<file path="src/rtl/kbd_scan_if.sv">
// Keyboard scanner bus: scan strobe, matrix row/column lines and the
// key handshake toward the consumer.
interface kbd_scan_if;
  logic       tick;
  logic [3:0] row_in;
  logic       key_ack;
  logic [3:0] col_out;
  logic [3:0] key_code;
  logic       key_valid;
  logic       overrun;
  logic       busy;

  // Environment side: drives the strobe, the matrix rows and the acknowledge
  modport master (
    output tick, row_in, key_ack,
    input  col_out, key_code, key_valid, overrun, busy
  );

  // Scanner side
  modport slave (
    input  tick, row_in, key_ack,
    output col_out, key_code, key_valid, overrun, busy
  );
endinterface

</file>
<file path="src/rtl/kbd_scan_ctrl.sv">
// 4x4 keyboard matrix scanner.
// Walks an active-low column, debounces the first low row it sees,
// hands the confirmed key to the consumer through a valid/ack register,
// then waits for the key to be released before scanning again.
// Key code is {row, col}, i.e. row*4+col.
module kbd_scan_ctrl #(
  parameter int DEB_TICKS = 4
) (
  input  logic       clk,
  input  logic       rst,
  kbd_scan_if.slave  bus
);

  typedef enum logic [1:0] {
    SCAN         = 2'd0,
    DEBOUNCE     = 2'd1,
    WAIT_RELEASE = 2'd2
  } state_t;

  localparam logic [3:0] DEB_LIM = 4'(DEB_TICKS);

  state_t     state_q;
  logic [1:0] col_q;
  logic [1:0] row_q;
  logic [3:0] cnt_q;
  logic [3:0] row_meta_q;
  logic [3:0] row_sync_q;
  logic [3:0] col_out_q;
  logic [3:0] key_code_q;
  logic       key_valid_q;
  logic       overrun_q;
  logic       busy_q;

  logic       cap_low;
  logic       cnt_hit;
  logic       confirm;
  logic [3:0] conf_code;

  // Index of the lowest-numbered row pulled low
  function automatic logic [1:0] lowest_low(input logic [3:0] rows);
    lowest_low = 2'd0;
    for (int i = 3; i >= 0; i--) begin
      if (!rows[i]) lowest_low = 2'(i);
    end
  endfunction

  // Active-low one-hot column drive
  function automatic logic [3:0] col_drive(input logic [1:0] col);
    col_drive = ~(4'b0001 << col);
  endfunction

  // Captured-row level, debounce-threshold detect and press confirmation strobe
  always_comb begin
    cap_low   = ~row_sync_q[row_q];
    cnt_hit   = ((cnt_q + 4'd1) == DEB_LIM);
    confirm   = bus.tick && (state_q == DEBOUNCE) && cap_low && cnt_hit;
    conf_code = {row_q, col_q};
  end

  // Two-flop synchronizer; reset value is the idle (released) level so that
  // leaving reset never looks like a keypress
  always_ff @(posedge clk) begin
    if (rst) begin
      row_meta_q <= 4'hF;
      row_sync_q <= 4'hF;
    end else begin
      row_meta_q <= bus.row_in;
      row_sync_q <= row_meta_q;
    end
  end

  // Scan/debounce FSM; every state change is gated by the scan strobe
  always_ff @(posedge clk) begin
    if (rst) begin
      state_q   <= SCAN;
      col_q     <= 2'd0;
      row_q     <= 2'd0;
      cnt_q     <= 4'd0;
      col_out_q <= 4'b1110;
      busy_q    <= 1'b0;
    end else if (bus.tick) begin
      case (state_q)
        SCAN: begin
          if (&row_sync_q) begin
            col_q     <= col_q + 2'd1;
            col_out_q <= col_drive(col_q + 2'd1);
          end else begin
            row_q   <= lowest_low(row_sync_q);
            cnt_q   <= 4'd0;
            state_q <= DEBOUNCE;
            busy_q  <= 1'b1;
          end
        end
        DEBOUNCE: begin
          if (cap_low) begin
            if (cnt_hit) begin
              cnt_q   <= 4'd0;
              state_q <= WAIT_RELEASE;
            end else begin
              cnt_q <= cnt_q + 4'd1;
            end
          end else begin
            // Bounce: drop the candidate and move on to the next column
            cnt_q     <= 4'd0;
            state_q   <= SCAN;
            busy_q    <= 1'b0;
            col_q     <= col_q + 2'd1;
            col_out_q <= col_drive(col_q + 2'd1);
          end
        end
        WAIT_RELEASE: begin
          if (!cap_low) begin
            if (cnt_hit) begin
              cnt_q     <= 4'd0;
              state_q   <= SCAN;
              busy_q    <= 1'b0;
              col_q     <= col_q + 2'd1;
              col_out_q <= col_drive(col_q + 2'd1);
            end else begin
              cnt_q <= cnt_q + 4'd1;
            end
          end else begin
            cnt_q <= 4'd0;
          end
        end
        default: begin
          state_q <= SCAN;
          busy_q  <= 1'b0;
          cnt_q   <= 4'd0;
        end
      endcase
    end
  end

  // Key handshake: a confirmation wins over a plain ack, and an ack in the
  // same cycle frees the slot so the new key is taken instead of overrunning
  always_ff @(posedge clk) begin
    if (rst) begin
      key_code_q  <= 4'd0;
      key_valid_q <= 1'b0;
      overrun_q   <= 1'b0;
    end else if (confirm) begin
      if (!key_valid_q || bus.key_ack) begin
        key_code_q  <= conf_code;
        key_valid_q <= 1'b1;
        overrun_q   <= 1'b0;
      end else begin
        overrun_q <= 1'b1;
      end
    end else if (bus.key_ack && key_valid_q) begin
      key_valid_q <= 1'b0;
      overrun_q   <= 1'b0;
    end
  end

  assign bus.col_out   = col_out_q;
  assign bus.key_code  = key_code_q;
  assign bus.key_valid = key_valid_q;
  assign bus.overrun   = overrun_q;
  assign bus.busy      = busy_q;

endmodule

</file>
<file path="src/flat_wrapper.sv">
// flat-port wrapper written by rule: the top's interface ports become plain ports
module kbd_scan_ctrl_flat 
#(
  parameter int DEB_TICKS = 4
)
  (clk, rst, bus_tick, bus_row_in, bus_key_ack, bus_col_out, bus_key_code, bus_key_valid, bus_overrun, bus_busy);
  kbd_scan_if bus_i ();
  input  logic clk;
  input  logic rst;
  input wire logic [$bits(bus_i.tick)-1:0] bus_tick;
  input wire logic [$bits(bus_i.row_in)-1:0] bus_row_in;
  input wire logic [$bits(bus_i.key_ack)-1:0] bus_key_ack;
  output wire logic [$bits(bus_i.col_out)-1:0] bus_col_out;
  output wire logic [$bits(bus_i.key_code)-1:0] bus_key_code;
  output wire logic [$bits(bus_i.key_valid)-1:0] bus_key_valid;
  output wire logic [$bits(bus_i.overrun)-1:0] bus_overrun;
  output wire logic [$bits(bus_i.busy)-1:0] bus_busy;
  assign bus_i.tick = bus_tick;
  assign bus_i.row_in = bus_row_in;
  assign bus_i.key_ack = bus_key_ack;
  assign bus_col_out = bus_i.col_out;
  assign bus_key_code = bus_i.key_code;
  assign bus_key_valid = bus_i.key_valid;
  assign bus_overrun = bus_i.overrun;
  assign bus_busy = bus_i.busy;
  kbd_scan_ctrl #(.DEB_TICKS(DEB_TICKS)) u_core (.clk(clk), .rst(rst), .bus(bus_i));
endmodule
</file>
<file path="config.mk">
export PLATFORM = sky130hd
export DESIGN_NAME = kbd_scan_ctrl_flat
export DESIGN_NICKNAME = d
export VERILOG_FILES = /design/src/rtl/kbd_scan_if.sv /design/src/rtl/kbd_scan_ctrl.sv /design/src/flat_wrapper.sv
export SDC_FILE = /design/constraint.sdc
export NUM_CORES = 1
export LEC_CHECK = 0
export ABC_AREA = 1
export CAP_MARGIN = 20
export CORE_ASPECT_RATIO = 0.5
export CORE_MARGIN = 10
export CORE_UTILIZATION = 50
export DETAILED_ROUTE_END_ITERATION = 7
export MAX_ROUTING_LAYER = met4
export PLACE_DENSITY = 0.71
export REMOVE_ABC_BUFFERS = 1
export SLEW_MARGIN = 15
export SYNTH_ARGS = -nofsm -noshare
export SYNTH_HDL_FRONTEND = slang
export SYNTH_SLANG_ARGS = --single-unit
</file>
<file path="constraint.sdc">
create_clock -name clk -period 2.14 [get_ports clk]
set_clock_uncertainty 0.1 [all_clocks]
set_input_delay 0.321 -clock clk [delete_from_list [all_inputs] [get_ports clk]]
set_output_delay 0.321 -clock clk [all_outputs]
set_load 0.03 [all_outputs]
</file>
* Word-level counts from Yosys, hierarchy flattened *
Index checks and enable logic that the tools add are counted.

storage, ports and cells
  output and inout bits = 11
  register bits = 29
  bits of input ports = 8

operators by class
  reduce and logical (&&, ||, !) cells = 17
  bitwise operators = 3
  order comparisons = 1
  $add $sub $neg = 2
  shift operators = 1
  mux-type cells = 37
  equality and inequality tests = 10

operators with widths
  operator             number
  $mux 4               8
  $mux 2               13
  $pmux 4 s3           2
  $pmux 2 s3           2
  $mux 1               10
  $reduce_and 5->1     2
  $ne 2x1->1 const B   4
  $reduce_and 2->1     3
  $reduce_and 6->1     1
  $add 4x1->4 const B  1
  $eq 4x3->1 const B   1
  $logic_and 1x1->1    4
  $ne 2x2->1 const B   2
  $not 4->4            1
  $reduce_and 4->1     1
  $shl 1x2->4 const A  1
  $lt 2x3->1 const B   1
  $ne 3x1->1 const B   1
  $pmux 1 s3           1
  $reduce_and 3->1     1
  $reduce_bool 3->1    1
  $add 2x1->2 const B  1
  $bmux 1 s2           1
  $eq 2x1->1 const B   1
  other kinds (6)      7

* Depth between registers and ports, before layout *
  word-level depth = 7
  gate-level depth with buffers = 11
  gate-level depth less buffers = 11

* Worst setup path after synthesis *
No wires, ideal clock.

  path type = flip-flop to flip-flop
  start = register u_core.cnt_q[0]
  end = register u_core.key_code_q[0] (netlist: u_core.bus.key_code[0])
  buffers on the path = 0
  stages on the path, launching flop included = 11
  required time = 1927 ps
  library setup time = 113 ps
  arrival = 1296 ps
  path slack = 631 ps
  path through = dfxtp_1 ha_1 inv_1 nand2_1 nand2_2 nor2_4 nand2_4 nor3_4 nand3_1 nand2_1 nor2_1

between the ends
  longest elaborated chain between the ends = 4

RTL lines
  item                               line                  text
  start: declaration                 kbd_scan_ctrl.sv:25   logic [3:0] cnt_q;
  start signal: assignment           kbd_scan_ctrl.sv:100  cnt_q <= cnt_q + 4'd1;
  start signal: assignment           kbd_scan_ctrl.sv:120  cnt_q <= cnt_q + 4'd1;
  $add 4x1->4                        kbd_scan_ctrl.sv:55   cnt_hit = ((cnt_q + 4'd1) == DEB_LIM);
  $eq 4x3->1                         kbd_scan_ctrl.sv:55
  $logic_and 1x1->1                  kbd_scan_ctrl.sv:56   confirm = bus.tick && (state_q == DEBOUNCE) && cap_low && cnt_hit;
  $reduce_and 2->1 (no source line)  --
  end signal: assignment             kbd_scan_ctrl.sv:144  key_code_q <= conf_code;
  end: declaration                   kbd_scan_ctrl.sv:29   logic [3:0] key_code_q;

No other way between the ends.
A chain may end at the register's enable or synchronous reset.

* Final worst setup path *
  start = register u_core.state_q[1]
  end = register u_core.state_q[0]

between the ends
  longest elaborated chain between the ends = 3

RTL lines
  item                                                       line                 text
  start: declaration                                         kbd_scan_ctrl.sv:22  state_t state_q;
  start signal: assignment                                   kbd_scan_ctrl.sv:75  state_q <= SCAN;
  start signal: assignment                                   kbd_scan_ctrl.sv:90  state_q <= DEBOUNCE;
  start signal: assignment                                   kbd_scan_ctrl.sv:98  state_q <= WAIT_RELEASE;
  $eq 2x1->1, or another cell as far along                   kbd_scan_ctrl.sv:82  case (state_q)
  $ne 3x1->1 (no source line), or another cell as far along  --
  $reduce_and 5->1 (no source line)                          --

Parallel ways exist; a longest one is shown, timed or not.

==> flow_summary_export.csv <==
group,metric,value,unit
outcome,status,"completed",
synthesis,synth_xor_area_frac,0,
clock_network,clock_sinks,29,
sta,worst_pin_slew,410,ps
synthesis,yosys-top-cells-area,"dfxtp_1 (39%), nand2_1 (9.4%), ha_1 (8.5%), nor2_1 (6.9%), inv_1 (6.6%)",
critical_path,critPathKind,"flop to flop",
synthesis,syn_area_per_cell,7.56,µm²
critical_path,crit_slowest_cell,"dfxtp_1",
clock_network,cts-resized-gates,0,
sta,slew_viol_final,0,
power,p_clk_frac,0.386,
job,cap_violations,0,
clock_network,root_buffer,"clkbuf_8",
power,p_leak,0.000808,µW
synthesis,muxShareOfSynthArea,0,
synthesis,synth_top_family_by_area,"simple AND/OR/NAND/NOR gates",
synthesis,ys_ff_latch,29,
synthesis,yosysTopAreaCellShare,0.394,
power,peakVddDrop,0.000533,V
critical_path,required,2210,ps
route,drt-vias-per-instance,4.78,
sta,finalSetupTns,0,ps
synthesis,synth-main-ff-cell,"dfxtp_1",
clock_network,post_cts_buffers,0,
synthesis,synth_seq_area_share,0.394,
clock_network,path_clk_slew,60,ps
floorplan,initial_core_util,0.546,
route,wirelength,2890,µm
sta,slew_headroom,0.727,
clock_network,clock_path_buffers,2,
floorplan,fp.dieW,96.8,µm
place,gp_congestion,0.832,
power,p_sw,437,µW
clock_network,insertion_delay,280,ps
worst_hold_path,hp-start,"u_core.row_meta_q[2]",
critical_path,worst-path-max-fanout,7,
cells_and_area,n_antenna_cell,0,
critical_path,cp_num_buf_inv,3,
route,dr.pass1.iters,5,
critical_path,startpoint_type,"flop",
synthesis,async_flop_share,0,
sta,finalSetupViolCount,0,
synthesis,synth_compound_area_frac,0.0628,
sta,finalCritPeriodShare,0.818,
route,drc,0,
place,dpl_worst_slack,216,ps
critical_path,startpoint,"u_core.state_q[1]",
critical_path,critPathCaptureType,"flop",
route,wl_per_cell,11.2,µm
floorplan,die_y,58.4,µm
floorplan,num_rows,13,
synthesis,synth_area,1470,µm²
cells_and_area,fin_nets,238,
synthesis,synthCells,195,
critical_path,critical-path-top-delay-family,"flip-flops",
synthesis,synth_edf_count,0,
route,antenna_left,0,
power,switching_share,0.288,
synthesis,synth_top_area_cell,"dfxtp_1",
global_route,grt_pass1_vias,1144,
power,comb_power_share,0.209,
synthesis,yosysMostFrequentCell,"nand2_1",
sta,finalHoldViolations,0,
power,seqPwrFrac,0.404,
floorplan,pin_count,19,
global_route,grt_pass1_wl,5150,µm
synthesis,ys_types,25,
worst_hold_path,hold_path_class,"flop to flop",
global_route,grt-ovfl-total,0,
clock_network,cts_buffers,5,
cells_and_area,fin_util,0.677,
cells_and_area,drive_gt1_frac,0.167,
sta,rsz0062_at_grt,"false",
clock_network,cts_hold_buf,0,
place,hpwl,2190,µm
clock_network,cts_tree,"built",
critical_path,slowest_delay,350,ps
route,drtIter0Drc,59,
synthesis,synth-simple-area-share,0.377,
critical_path,path_cells,"inv_1, ha_1, inv_1, o21ai_2, inv_1, nand2_1, nor2_1, nor2_1, nor2_1",
global_route,grt_max_degree,16,
clock_network,htree_num_levels,2,
sta,finalWorstSetupSlack,390,ps
place,port-buffer-count,18,
cells_and_area,area_delta_synth_final,24.0,%
power,pwr_density_cell,830,nW/µm²
sta,period_needed,1750,ps
sta,max_freq,571,MHz
floorplan,core,2700,µm²
global_route,grt_usage,0.113,
floorplan,fp.dieArea,5650,µm²
critical_path,crit_arrival,1820,ps
global_route,antenna_found_initial,0,
critical_path,r2r_start,"u_core.state_q[1]",
route,num_vias,1232,
synthesis,synthTopCellsByCount,"nand2_1 (37), dfxtp_1 (29), nor2_1 (27)",
power,internal_power,1080,µW
cells_and_area,final.fill_count,243,
synthesis,synth_fa_ha_area_frac,0.0849,
synthesis,yosys_warnings,0,
## power by group through the flow
| stage | Sequential [µW] | Combinational [µW] | Clock (µW) |
|---|---|---|---|
| global placement | 623 | 314 | 0 |
| detailed placement | 625 | 316 | 0 |
| finish | 613 | 318 | 586 |
| CTS | 614 | 320 | 601 |
| floorplan | 649 | 195 | 0 |
| global route | 620 | 361 | 628 |
## flip-flops by register name (all words and copies together), names as in the netlist
register / count
u_core.bus.overrun: 1
u_core.bus.col_out: 4
u_core.bus.key_valid: 1
u_core.state_q: 2
u_core.row_sync_q: 4
u_core.row_meta_q: 4
u_core.col_q: 2
u_core.bus.busy: 1
u_core.row_q: 2
u_core.cnt_q: 4
u_core.bus.key_code: 4
## cell usage in the layout, fill, tap and decap left out
cell / n
nand2_2: 5
nor2_1: 27
nand3_1: 18
nor3_4: 1
clkinvlp_4: 1
nor2_4: 2
nor3_1: 2
nor2_8: 1
nand4_1: 3
or2_2: 8
ha_1: 10
clkinv_2: 1
nand2_1: 37
nor2_2: 1
dfxtp_1: 29
nand3_4: 1
o21ai_2: 2
o21ai_0: 5
inv_2: 1
buf_4: 2
clkbuf_8: 6
a211oi_1: 2
inv_4: 1
nand2_4: 2
clkdlybuf4s50_1: 18
a21oi_1: 7
inv_1: 26
nor3_2: 1
bufinv_16: 1
## logic make-up (layout without fill, tap and decap cells)
family                   Yosys count  after routing
AND/OR/NAND/NOR                  109            109
AO/OA/AOI/OAI                     16             16
adder cells (fa/ha/maj)           10             10
buffers and inverters             31             57
flip-flops                        29             29
## through the flow
step / instance area (µm²) / power [µW] / hold WS (ps) / instances
after CTS: 1830 / 1540 / 317 / 258
after global placement: 1710 / 937 / 292 / 250
final: 1830 / 1520 / 314 / 258
after floorplan: 1470 / 844 / 289 / 193
after global routing: 1830 / 1610 / 336 / 258
after detailed placement: 1710 / 941 / 295 / 250
## final cells by class
cell class / count / area (µm²) / share of cell area
well taps: 37 / 46.3 / 0.0253
multi-input cells: 135 / 773 / 0.423
clock buffers: 6 / 82.6 / 0.0452
inverters: 29 / 113 / 0.0616
repair buffers: 20 / 195 / 0.107
clock inverters: 2 / 37.5 / 0.0205
flip-flops and latches: 29 / 581 / 0.318
## layer usage
metal / part of all wire / track usage
met1: 0.48 / 0.135
met2: 0.45 / 0.168
met3: 0.052 / 0.0396
met4: 0.012 / 0.0522
met5: 0 / -
## path summary, 6_finish.rpt
check	endpoint	slack [ps]	cells past startpoint
worst max register to register	u_core.state_q[0]	390	9
worst min register to register	u_core.row_sync_q[2]	310	1
worst max-delay path	u_core.state_q[0]	390	9
worst min-delay path	u_core.row_sync_q[2]	310	1
(Power assumes the default switching activity.)
